===== src/rtl/period_meter_pkg.sv =====
// Shared types and helpers for period_meter and its sync front end.
package period_meter_pkg;

  typedef enum logic [1:0] {
    IDLE    = 2'd0,
    ARM     = 2'd1,
    MEASURE = 2'd2
  } state_e;

  // ceil(log2(n)); elaboration-time only
  function automatic int clog2(input int n);
    int r;
    r = 0;
    for (int v = n - 1; v > 0; v = v >> 1) r++;
    return r;
  endfunction

endpackage


===== src/rtl/edge_sync.sv =====
// 2-flop synchronizer plus delay flop with single-cycle rise/fall pulses.
module edge_sync (
  input  logic clk,
  input  logic rst,
  input  logic d,
  output logic level,
  output logic rise,
  output logic fall
);
  logic s1, s2, s3;

  always_ff @(posedge clk) begin
    if (rst) {s1, s2, s3} <= 3'b000;
    else     {s1, s2, s3} <= {d, s1, s2};
  end

  assign level = s2;
  assign rise  = s2 & ~s3;
  assign fall  = ~s2 & s3;
endmodule


===== src/rtl/period_meter.sv =====
// Period (and optional high-time) meter for a slow asynchronous square wave.
// Optional high-time measurement: define PERIOD_METER_HIGH_TIME_EN.
module period_meter
  import period_meter_pkg::*;
#(
  parameter  int MAX_PERIOD = 100000,
  localparam int W          = clog2(MAX_PERIOD + 1)
) (
  input  logic         clk,
  input  logic         rst,
  input  logic         enable,
  input  logic         slow_in,
  output logic [W-1:0] period,
  output logic [W-1:0] high_time,
  output logic         valid,
  output logic         timeout
);
  logic         level, rise, fall;
  logic [W-1:0] cnt;
  logic         at_max;
  logic         start, sample, expire, count;
  state_e       state, state_nxt;

  edge_sync u_sync (
    .clk  (clk),
    .rst  (rst),
    .d    (slow_in),
    .level(level),
    .rise (rise),
    .fall (fall)
  );

  assign at_max = (cnt == W'(MAX_PERIOD));

  always_ff @(posedge clk) begin
    if (rst) state <= IDLE;
    else     state <= state_nxt;
  end

  always_comb begin
    state_nxt = state;
    if (!enable) state_nxt = IDLE;
    else begin
      case (state)
        IDLE:    state_nxt = ARM;
        ARM:     if (rise) state_nxt = MEASURE;
        MEASURE: if (!rise && at_max) state_nxt = ARM;
        default: state_nxt = IDLE;
      endcase
    end
  end

  always_comb begin
    start  = 1'b0;
    sample = 1'b0;
    expire = 1'b0;
    count  = 1'b0;
    if (enable) begin
      case (state)
        ARM:     start = rise;
        MEASURE: begin
          sample = rise;
          expire = !rise && at_max;
          count  = !rise && !at_max;
        end
        default: ;
      endcase
    end
  end

  // cnt saturates into a timeout rather than wrapping
  always_ff @(posedge clk) begin
    if (rst) begin
      cnt     <= '0;
      period  <= '0;
      valid   <= 1'b0;
      timeout <= 1'b0;
    end else begin
      valid <= sample;
      if (!enable || expire)   cnt <= '0;
      else if (start || sample) cnt <= W'(1);
      else if (count)          cnt <= cnt + 1'b1;
      if (sample) begin
        period  <= cnt;
        timeout <= 1'b0;
      end else if (expire) begin
        timeout <= 1'b1;
      end
    end
  end

`ifdef PERIOD_METER_HIGH_TIME_EN
  logic [W-1:0] hcnt, hold;
  logic         hclr;

  // hcnt==0 marks "no rise seen yet", so a partial first high phase is ignored
  assign hclr = !enable || expire || (state == IDLE);

  always_ff @(posedge clk) begin
    if (rst) begin
      hcnt      <= '0;
      hold      <= '0;
      high_time <= '0;
    end else begin
      if (hclr) begin
        hcnt <= '0;
        hold <= '0;
      end else begin
        if (rise) hcnt <= W'(1);
        else if (level && hcnt != '0 && hcnt != W'(MAX_PERIOD)) hcnt <= hcnt + 1'b1;
        if (fall) hold <= hcnt;
      end
      if (sample) high_time <= hold;
    end
  end
`else
  logic unused_hi;
  assign unused_hi = ^{level, fall};
  assign high_time = '0;
`endif
endmodule


===== config.mk =====
export PLATFORM = sky130hd
export DESIGN_NAME = period_meter
export DESIGN_NICKNAME = d
export VERILOG_FILES = /design/src/rtl/period_meter_pkg.sv /design/src/rtl/edge_sync.sv /design/src/rtl/period_meter.sv
export SDC_FILE = /design/constraint.sdc
export NUM_CORES = 1
export LEC_CHECK = 0
export ABC_AREA = 1
export CAP_MARGIN = 20
export CORE_AREA = 4 4 70 72
export DETAILED_ROUTE_END_ITERATION = 7
export DIE_AREA = 0 0 74 76
export HOLD_SLACK_MARGIN = 0.02
export PLACE_DENSITY_LB_ADDON = 0.08
export SETUP_SLACK_MARGIN = 0.02
export SYNTH_ARGS = -nofsm -noshare
export SYNTH_HDL_FRONTEND = slang
export SYNTH_SLANG_ARGS = --single-unit

===== constraint.sdc =====
create_clock -name clk -period 1.8 [get_ports clk]
set_input_delay 0.27 -clock clk [delete_from_list [all_inputs] [get_ports clk]]
set_output_delay 0.27 -clock clk [all_outputs]
set_load 0.02 [all_outputs]

# --- After elaboration in Yosys (flattened, before gate mapping) ---
# Index checks and enable logic that the tools add are counted.
# Widths: inputs -> output; s select.
classes:
  n_addsub: 1
  mul: 0
  div: 0
  order_cmp: 0
  n_eq_ne: 5
  shift: 0
  mux: 13
  n_bitwise: 3
  reduce_logical: 14
op_table:
  columns: ["op", "n"]
  rows:
  - ["$add 17x1->17 const B", 1]
  - ["$eq 17x17->1 const B", 1]
  - ["$mux 1", 10]
  - ["$pmux 2 s3", 1]
  - ["$reduce_or 2->1", 3]
  - ["$mux 2", 2]
  - ["$ne 2x2->1 const B", 2]
  - ["$logic_not 1->1", 3]
  - ["$reduce_or 3->1", 1]
  - ["$eq 2x1->1 const B", 1]
  - ["$eq 2x2->1 const B", 1]
  - ["$logic_and 1x1->1", 2]
  - ["$logic_not 2->1", 1]
  - ["$logic_or 1x1->1", 2]
  - ["$not 1->1", 2]
  - ["$reduce_and 2->1", 1]
  - ["$reduce_bool 2->1", 1]
  - ["$and 1x1->1", 1]
word_totals:
  reg_bits: 41
  latch_bits: 0
  ram_bits: 0
  mem_bits_ro: 0
  inputBits: 4
  out_inout_bits: 36
  wordCells: 45
  memories: 0

# --- Longest topological paths before layout ---
# Gate-level depths: netlist (run 1).
logic_depth:
  word_depth: 8
  mapped_depth: 12
  ltp_nobuf: 12

# --- Cells and area by module ---
# From an unflattened synthesis (run 1), not the netlist that was laid out.
unflattened:
  cells_unflattened: 317
  hier_area_um2: 2165.8
by_module_without_submodules:
  columns: ["module", "n_inst", "cells_per_inst", "area_each_um2", "seq_area_each_um2"]
  rows:
  - ["period_meter", 1, 305, 2072.0, 760.7]
  - ["edge_sync", 1, 12, 93.8, 60.1]

# --- Worst setup path after synthesis (run 1) ---
# No wires, ideal clock.
synth_path:
  path_type: "register to register"
  startpoint: "register cnt[0]"
  endpoint: "register cnt[0]"
  setup_time_ns: 0.109
  arrival_time_ns: 1.318
  required_time_ns: 1.691
  setup_slack_ns: 0.373
  stages_incl_launch_ff: 13
  n_path_buf: 1
  period_less_slack_ns: 1.427
  cell_sequence: "dfxtp_1 inv_1 ha_1 nand2_1 inv_1 nand2_1 nor2_4 nand2_2 buf_6 nand3_1 nand3_1 nand2_1 inv_1"
synth_via:
  elab_chain_cells: 6
  word_cells_on_any_way: 14
  cone_classes: "add/sub: 1; eq/ne: 1; mux: 6; reduce/logical: 6"
synth_lines:
  columns: ["item", "line_no", "rtl"]
  rows:
  - ["from (decl)", "period_meter.sv:19", "logic [W-1:0] cnt;"]
  - ["from (signal assigned)", "period_meter.sv:82", "else if (count) cnt <= cnt + 1'b1;"]
  - ["branches (longest 6 deep; another with $add 17x1->17)", null, null]
# Several ways; the timed one is not identified. The select of a mux whose other input is x is not followed.
# A chain may end at the register's enable or synchronous reset.

# --- Final worst setup path (run 1) ---
layout_path:
  startpoint: "register cnt[1]"
  endpoint: "register cnt[14]"
layout_via:
  elab_chain_cells: 6
  word_cells_on_any_way: 11
  cone_classes: "add/sub: 1; eq/ne: 1; mux: 4; reduce/logical: 5"
layout_lines:
  columns: ["item", "line_no", "rtl"]
  rows:
  - ["$eq 17x17->1", "period_meter.sv:33", "assign at_max = (cnt == W'(MAX_PERIOD));"]
  - ["$logic_and 1x1->1", "period_meter.sv:63", "expire = !rise && at_max;"]
  - ["$mux 1", "period_meter.sv:59", "case (state)"]
  - ["$mux 1", "period_meter.sv:58", "if (enable) begin"]
  - ["$logic_or 1x1->1", "period_meter.sv:80", "if (!enable || expire) cnt <= '0;"]
  - ["$reduce_or 3->1 (no line)", null, null]
# Parallel ways exist; a longest one is shown, timed or not.

==> results of run 1 <==
[logic make-up (layout without fill, tap and decap cells)]
group                    after synthesis  in the layout  synth area share [%]
AO/OA/AOI/OAI                         22             22                  5.12
XOR/XNOR                               3              3                  1.22
adder cells (fa/ha/maj)                2              2                  1.16
buffers and inverters                 73             86                  17.2
flip-flops                            41             41                  38.2
other                                  1             17                 0.175
AND/OR/NAND/NOR                      174            174                  36.9
[layout make-up]
class                      instances  area share (%)
multi-input combinational        218            40.2
inverter                          46            6.81
timing repair buffer              32            12.8
tap                               52            2.57
clock inverter                     3            2.57
sequential                        41            32.4
clock buffer                       5            2.71
[per-stage QoR]
step                      std cells  power [µW]
final                           397        1880
after CTS                       397        1890
after global routing            397        1940
after detailed placement        389        1010
after floorplan                 332        1020
after global placement          389        1010
[where the power goes]
| part | total (µW) | switching (µW) | internal, µW |
|---|---|---|---|
| clock network | 885 | 334 | 551 |
| registers | 913 | 2.66 | 910 |
| logic | 80.3 | 60.9 | 19.4 |
| total | 1880 | 398 | 1480 |
[critical path: cells and delay by family (launching register included)]
kind / cells / cell delay, ns
fa+ha+maj: 1 / 0.24
flops: 1 / 0.40
simple gates: 8 / 0.91
[cells in the final DEF (no fill, tap or decap)]
master            n
a21oi_1           3
clkbuf_8          5
xor2_1            3
clkdlybuf4s50_1  22
bufinv_16         2
buf_6             1
nor3_4            1
conb_1           17
nand2_1          68
o21ai_0          12
nor2_2            1
clkinv_1          1
nor2_1           40
dfxtp_1          41
buf_12            2
ha_1              2
nor2_4            4
nand3_1          47
inv_2             6
buf_4             7
clkinv_2          1
nand2_2           2
o21ai_1           7
nand3_2           1
inv_1            39
nand4_1          10
[cell usage after synthesis]
cell type  instances
a21oi_1            3
nor2_2             1
buf_4             20
ha_1               2
nand2_2            2
inv_2              6
clkinv_1           1
nor2_1            40
clkbuf_1           1
nor3_4             1
buf_6              2
nor2_4             4
nand2_1           68
nand3_2            1
o21ai_1            7
xor2_1             3
nand4_1           10
inv_1             39
o21ai_0           12
buf_2              4
dfxtp_1           41
conb_1             1
nand3_1           47
[worst max-delay path by stage]
stage	startpoint	end	slack, ns
after floorplan	cnt[0]	cnt[0]	0.37
after global placement	enable	cnt[4]	0.15
after detailed placement	enable	cnt[5]	0.12
after CTS	cnt[1]	cnt[14]	0.19
after global routing	cnt[1]	cnt[16]	0.04
final	cnt[1]	cnt[14]	0.18
[metal layers]
layer	vias to the layer above	track usage (%)	share of wire (%)	wire length, µm
met2	51	25.8	44	2020
met5	-	0	0	0
li1	1009	-	-	-
met3	6	2.90	7.0	323
met4	0	5.98	1.0	48
met1	806	25.8	48	2200
[state kept, by name, summed over array words and instances, names as in the netlist]
register      cells
cnt              17
timeout           1
u_sync.s3         1
u_sync.level      1
valid             1
u_sync.s1         1
state             2
period           17
==> results.cfg, run 1 <==
[status]
outcome = completed

[pwr]
p_leak_uw = 0.00105
power_density_nw_per_um2 = 741
max-vdd-ir-drop_v = 0.000494

[placement]
place_ws_ns = 0.117
port_buffers = 22
placed_area_um2 = 2400
place_congestion = 0.869
hpwl_um = 3470

[timing]
period_needed_ns = 1.62
hold_violations = 0
fmax_mhz = 618
clock_skew_ns = 0.00449
final.period_utilization_pct = 89.9
finalSetupTns_ns = 0
rsz0062_at_grt = false
setup_ws_ns = 0.181
finalSetupViolCount = 0
timing.hold.ws_ns = 0.411
finalMaxSlewViolations = 0

[logic_synthesis]
yosysSeqAreaShare_pct = 38.2
yosysWarnings = 0
synth.distinct_cells = 23
yosysTopAreaCell = dfxtp_1
ys_top_cells_by_area = dfxtp_1, nand2_1, nand3_1, buf_4, nor2_1
synthCells = 316
syn-cell-area_um2 = 2150
synth.top_cell.area_share_pct = 38.2
syn_avg_cell_area_um2 = 6.80
ys_ff_latch = 41

[detailed_routing]
via_per_inst = 4.72
drtAntennaViolNets = 0
drc = 0
dr.pass1.iters = 4
drt_iter0_drc = 149
vias = 1872
wl_um = 4600
wl_per_cell_um = 11.6

[min_path]
hold_path_class = reg2reg
holdCritStartpoint = u_sync.s1
whs_path_depth = 2
min_to = u_sync.level

[critical_path]
reg2reg_slack_ns = 0.18
r2r_end = cnt[14]
cp_max_fo = 5
cpMaxStageDelayCell = dfxtp_1
worst_r2r_path_depth = 9
worstPathRequired_ns = 2.03
r2r_start = cnt[1]
cpPeakStageDelay_ns = 0.40
cp-start-kind = register
path_class = reg2reg
critical_path.cell_chain = ha_1, nand2_1, nor2_1, nand3_1, nor2_1, nand3_1, nand2_1, nand2_1, nor2_1
arrival_ns = 1.85
crit_path_end_kind = register

[clock_tree]
cts-root-buf = clkbuf_8
cts_made_buffers = 5
clk_pin_slew_ns = 0.08
cts_resized = 0
clk-insertion-delay-late_ns = 0.30
hold_buffers = 0
clkSinkCount = 41
htree_levels = 2
postCtsSetupRepairBufs = 0
cts_tree = done
clock_path_buffers = 2

[finish]
fin_util_pct = 59.0
area_growth_pct = 18.0
drive_above_1_share_pct = 9.57
antenna_cells = 0
design_area_um2 = 2530
register_area_um2 = 821
finalNetCount = 350
n_fill_cell = 459
multi_input_comb_area_um2 = 1020

[grt]
track_usage_pct = 17.6
grt_pass1_wl_um = 7910
grt_pass1_vias = 1703
antenna_found_initial = 0
grt_max_degree = 20
gr-total-overflow = 0

[die]
fp.dieArea_um2 = 5620
num_rows = 24
num_io_pins = 40
die_w_um = 74
core_area_um2 = 4290
die_y_um = 76
initial_core_util_pct = 50.0

[flow_run]
drv_cap = 0
No activity file was read; power rests on OpenSTA's default activity.
==> run 2: changes to the inputs <==
- CORE_AREA: 4 4 70 72 -> 4 4 73 75
- DIE_AREA: 0 0 74 76 -> 0 0 77 79
- GPL_ROUTABILITY_DRIVEN: not set -> 0
- clock period: 1.8 -> 1.4 ns (I/O delays scaled with it)
==> results.cfg, run 2 (synthesis gave the netlist of run 1 again) <==
[clock_tree]
clock_path_buffers = 2
htree_levels = 2
cts_tree = done
cts-root-buf = clkbuf_8
clk-insertion-delay-late_ns = 0.30
clkSinkCount = 41
hold_buffers = 0
clk_pin_slew_ns = 0.08
cts_made_buffers = 5

[min_path]
holdCritStartpoint = u_sync.s1
hold_path_class = reg2reg
whs_path_depth = 2

[finish]
finalNetCount = 384
final_cell_mix = nand2_1, dfxtp_1, buf_4
finalNonFillerCells = 433
fin_util_pct = 64.6
register_area_um2 = 826
n_fill_cell = 439
multi_input_comb_area_um2 = 1210
area_growth_pct = 40.2
antenna_cells = 0
final_common_cell = nand2_1
drive_above_1_share_pct = 29.0
design_area_um2 = 3010
top_regs = cnt: 17 flops, period: 17 flops, state: 2 flops

[critical_path]
path_class = reg2reg
crit_path_end_kind = register
worst_r2r_path_depth = 12
worstPathRequired_ns = 1.60
worstSetupStartpoint = cnt[0]
cpPeakStageDelay_ns = 0.37
r2r_start = cnt[0]
arrival_ns = 1.68
cpMaxStageDelayCell = dfxtp_4
cp-start-kind = register
cp_max_fo = 5
critical_path.cell_chain = inv_4, ha_4, nand2_2, inv_2, nand2_2, nor2_4, nand2_4, clkbuf_16, nand3_2, nand2_1, nand2_1, nor2_1

[detailed_routing]
wl_per_cell_um = 12.7
wl_um = 5510
vias = 2099
via_per_inst = 4.85
drt_iter0_drc = 96
drtAntennaViolNets = 0
drc = 0
dr.pass1.iters = 4

[timing]
finalSetupTns_ns = -1.19
finalSetupViolCount = 18
setup_ws_ns = -0.0832
finalMaxSlewViolations = 0
final.period_utilization_pct = 106
fmax_mhz = 674
timing.hold.ws_ns = 0.410
period_needed_ns = 1.48
rsz0062_at_grt = true
clock_skew_ns = 0.00479
hold_violations = 0

[grt]
antenna_found_initial = 0
grt_pass1_vias = 1895
grt_max_degree = 17
grt_pass1_wl_um = 8940
gr-total-overflow = 0
track_usage_pct = 18.4

[die]
initial_core_util_pct = 46.1
core_area_um2 = 4660
die_w_um = 77
fp.dieArea_um2 = 6080
num_rows = 25
num_io_pins = 40
die_y_um = 79

[placement]
hpwl_um = 3720
port_buffers = 22
placed_area_um2 = 2620
placed_cells = 418

[pwr]
max-vdd-ir-drop_v = 0.000449
power_density_nw_per_um2 = 764
p_leak_uw = 0.00135

[flow_run]
drv_cap = 0

[status]
violations = negative setup slack
outcome = finished with violations
## run 2: cell types whose count changed in the layout (fill, tap and decap cells not counted), sizes merged
cell	before	now
dlygate4sd2	0	19
clkdlybuf4s50	22	3
buf	10	43
clkinvlp	0	1
clkinv	2	1
bufinv	2	1
clkbuf	5	7
## run 2: what timing repair did
item / CTS / global route
endpoints found under the hold margin: 0 / 0
gates cloned: 1 / 1
setup endpoints to repair: 37 / 29
pin swaps: 14 / 11
buffers inserted: 4 / 1
resized for setup: 46 / 30
## run 2: routing by layer
layer,global-route usage (%),part of all wire (%)
met5,0,0
met1,24.0,47
met3,3.17,4.2
met4,7.12,1.7
met2,30.5,47
## run 2: worst paths after layout
| check | to | slack (ns) |
|---|---|---|
| max | cnt[14] | -0.08 |
| min | u_sync.level | 0.41 |
| max reg2reg | cnt[14] | -0.08 |
| min reg2reg | u_sync.level | 0.41 |
## run 2: stage by stage
stage	total power, µW	setup WS (ns)
3_5_place_dp	1310	-0.216
2_1_floorplan	1310	0.0204
3_3_place_gp	1310	-0.189
5_1_grt	2380	-0.176
4_1_cts	2310	-0.0772
6_report	2300	-0.0832
## run 2: power breakdown
part / switching (µW) / internal, µW
combinational: 82.1 / 30.1
clock: 438 / 580
sequential: 3.48 / 1170
total: 523 / 1780
## run 2: final cells by class
| cell class | instances | share of cell area (%) |
|---|---|---|
| Multi-Input combinational cell | 218 | 40.3 |
| Sequential cell | 41 | 27.4 |
| Inverter | 46 | 5.90 |
| Clock buffer | 6 | 2.74 |
| Clock inverter | 2 | 1.25 |
| Tap cell | 54 | 2.24 |
| Timing Repair Buffer | 66 | 20.1 |
## run 2: worst max-delay path: cells and delay by family, from the launching register on
| family | cells | cell delay [ns] |
|---|---|---|
| AND/OR/NAND/NOR | 8 | 0.58 |
| flip-flops | 1 | 0.37 |
| buffers and inverters | 3 | 0.30 |
| adder cells (fa/ha/maj) | 1 | 0.13 |
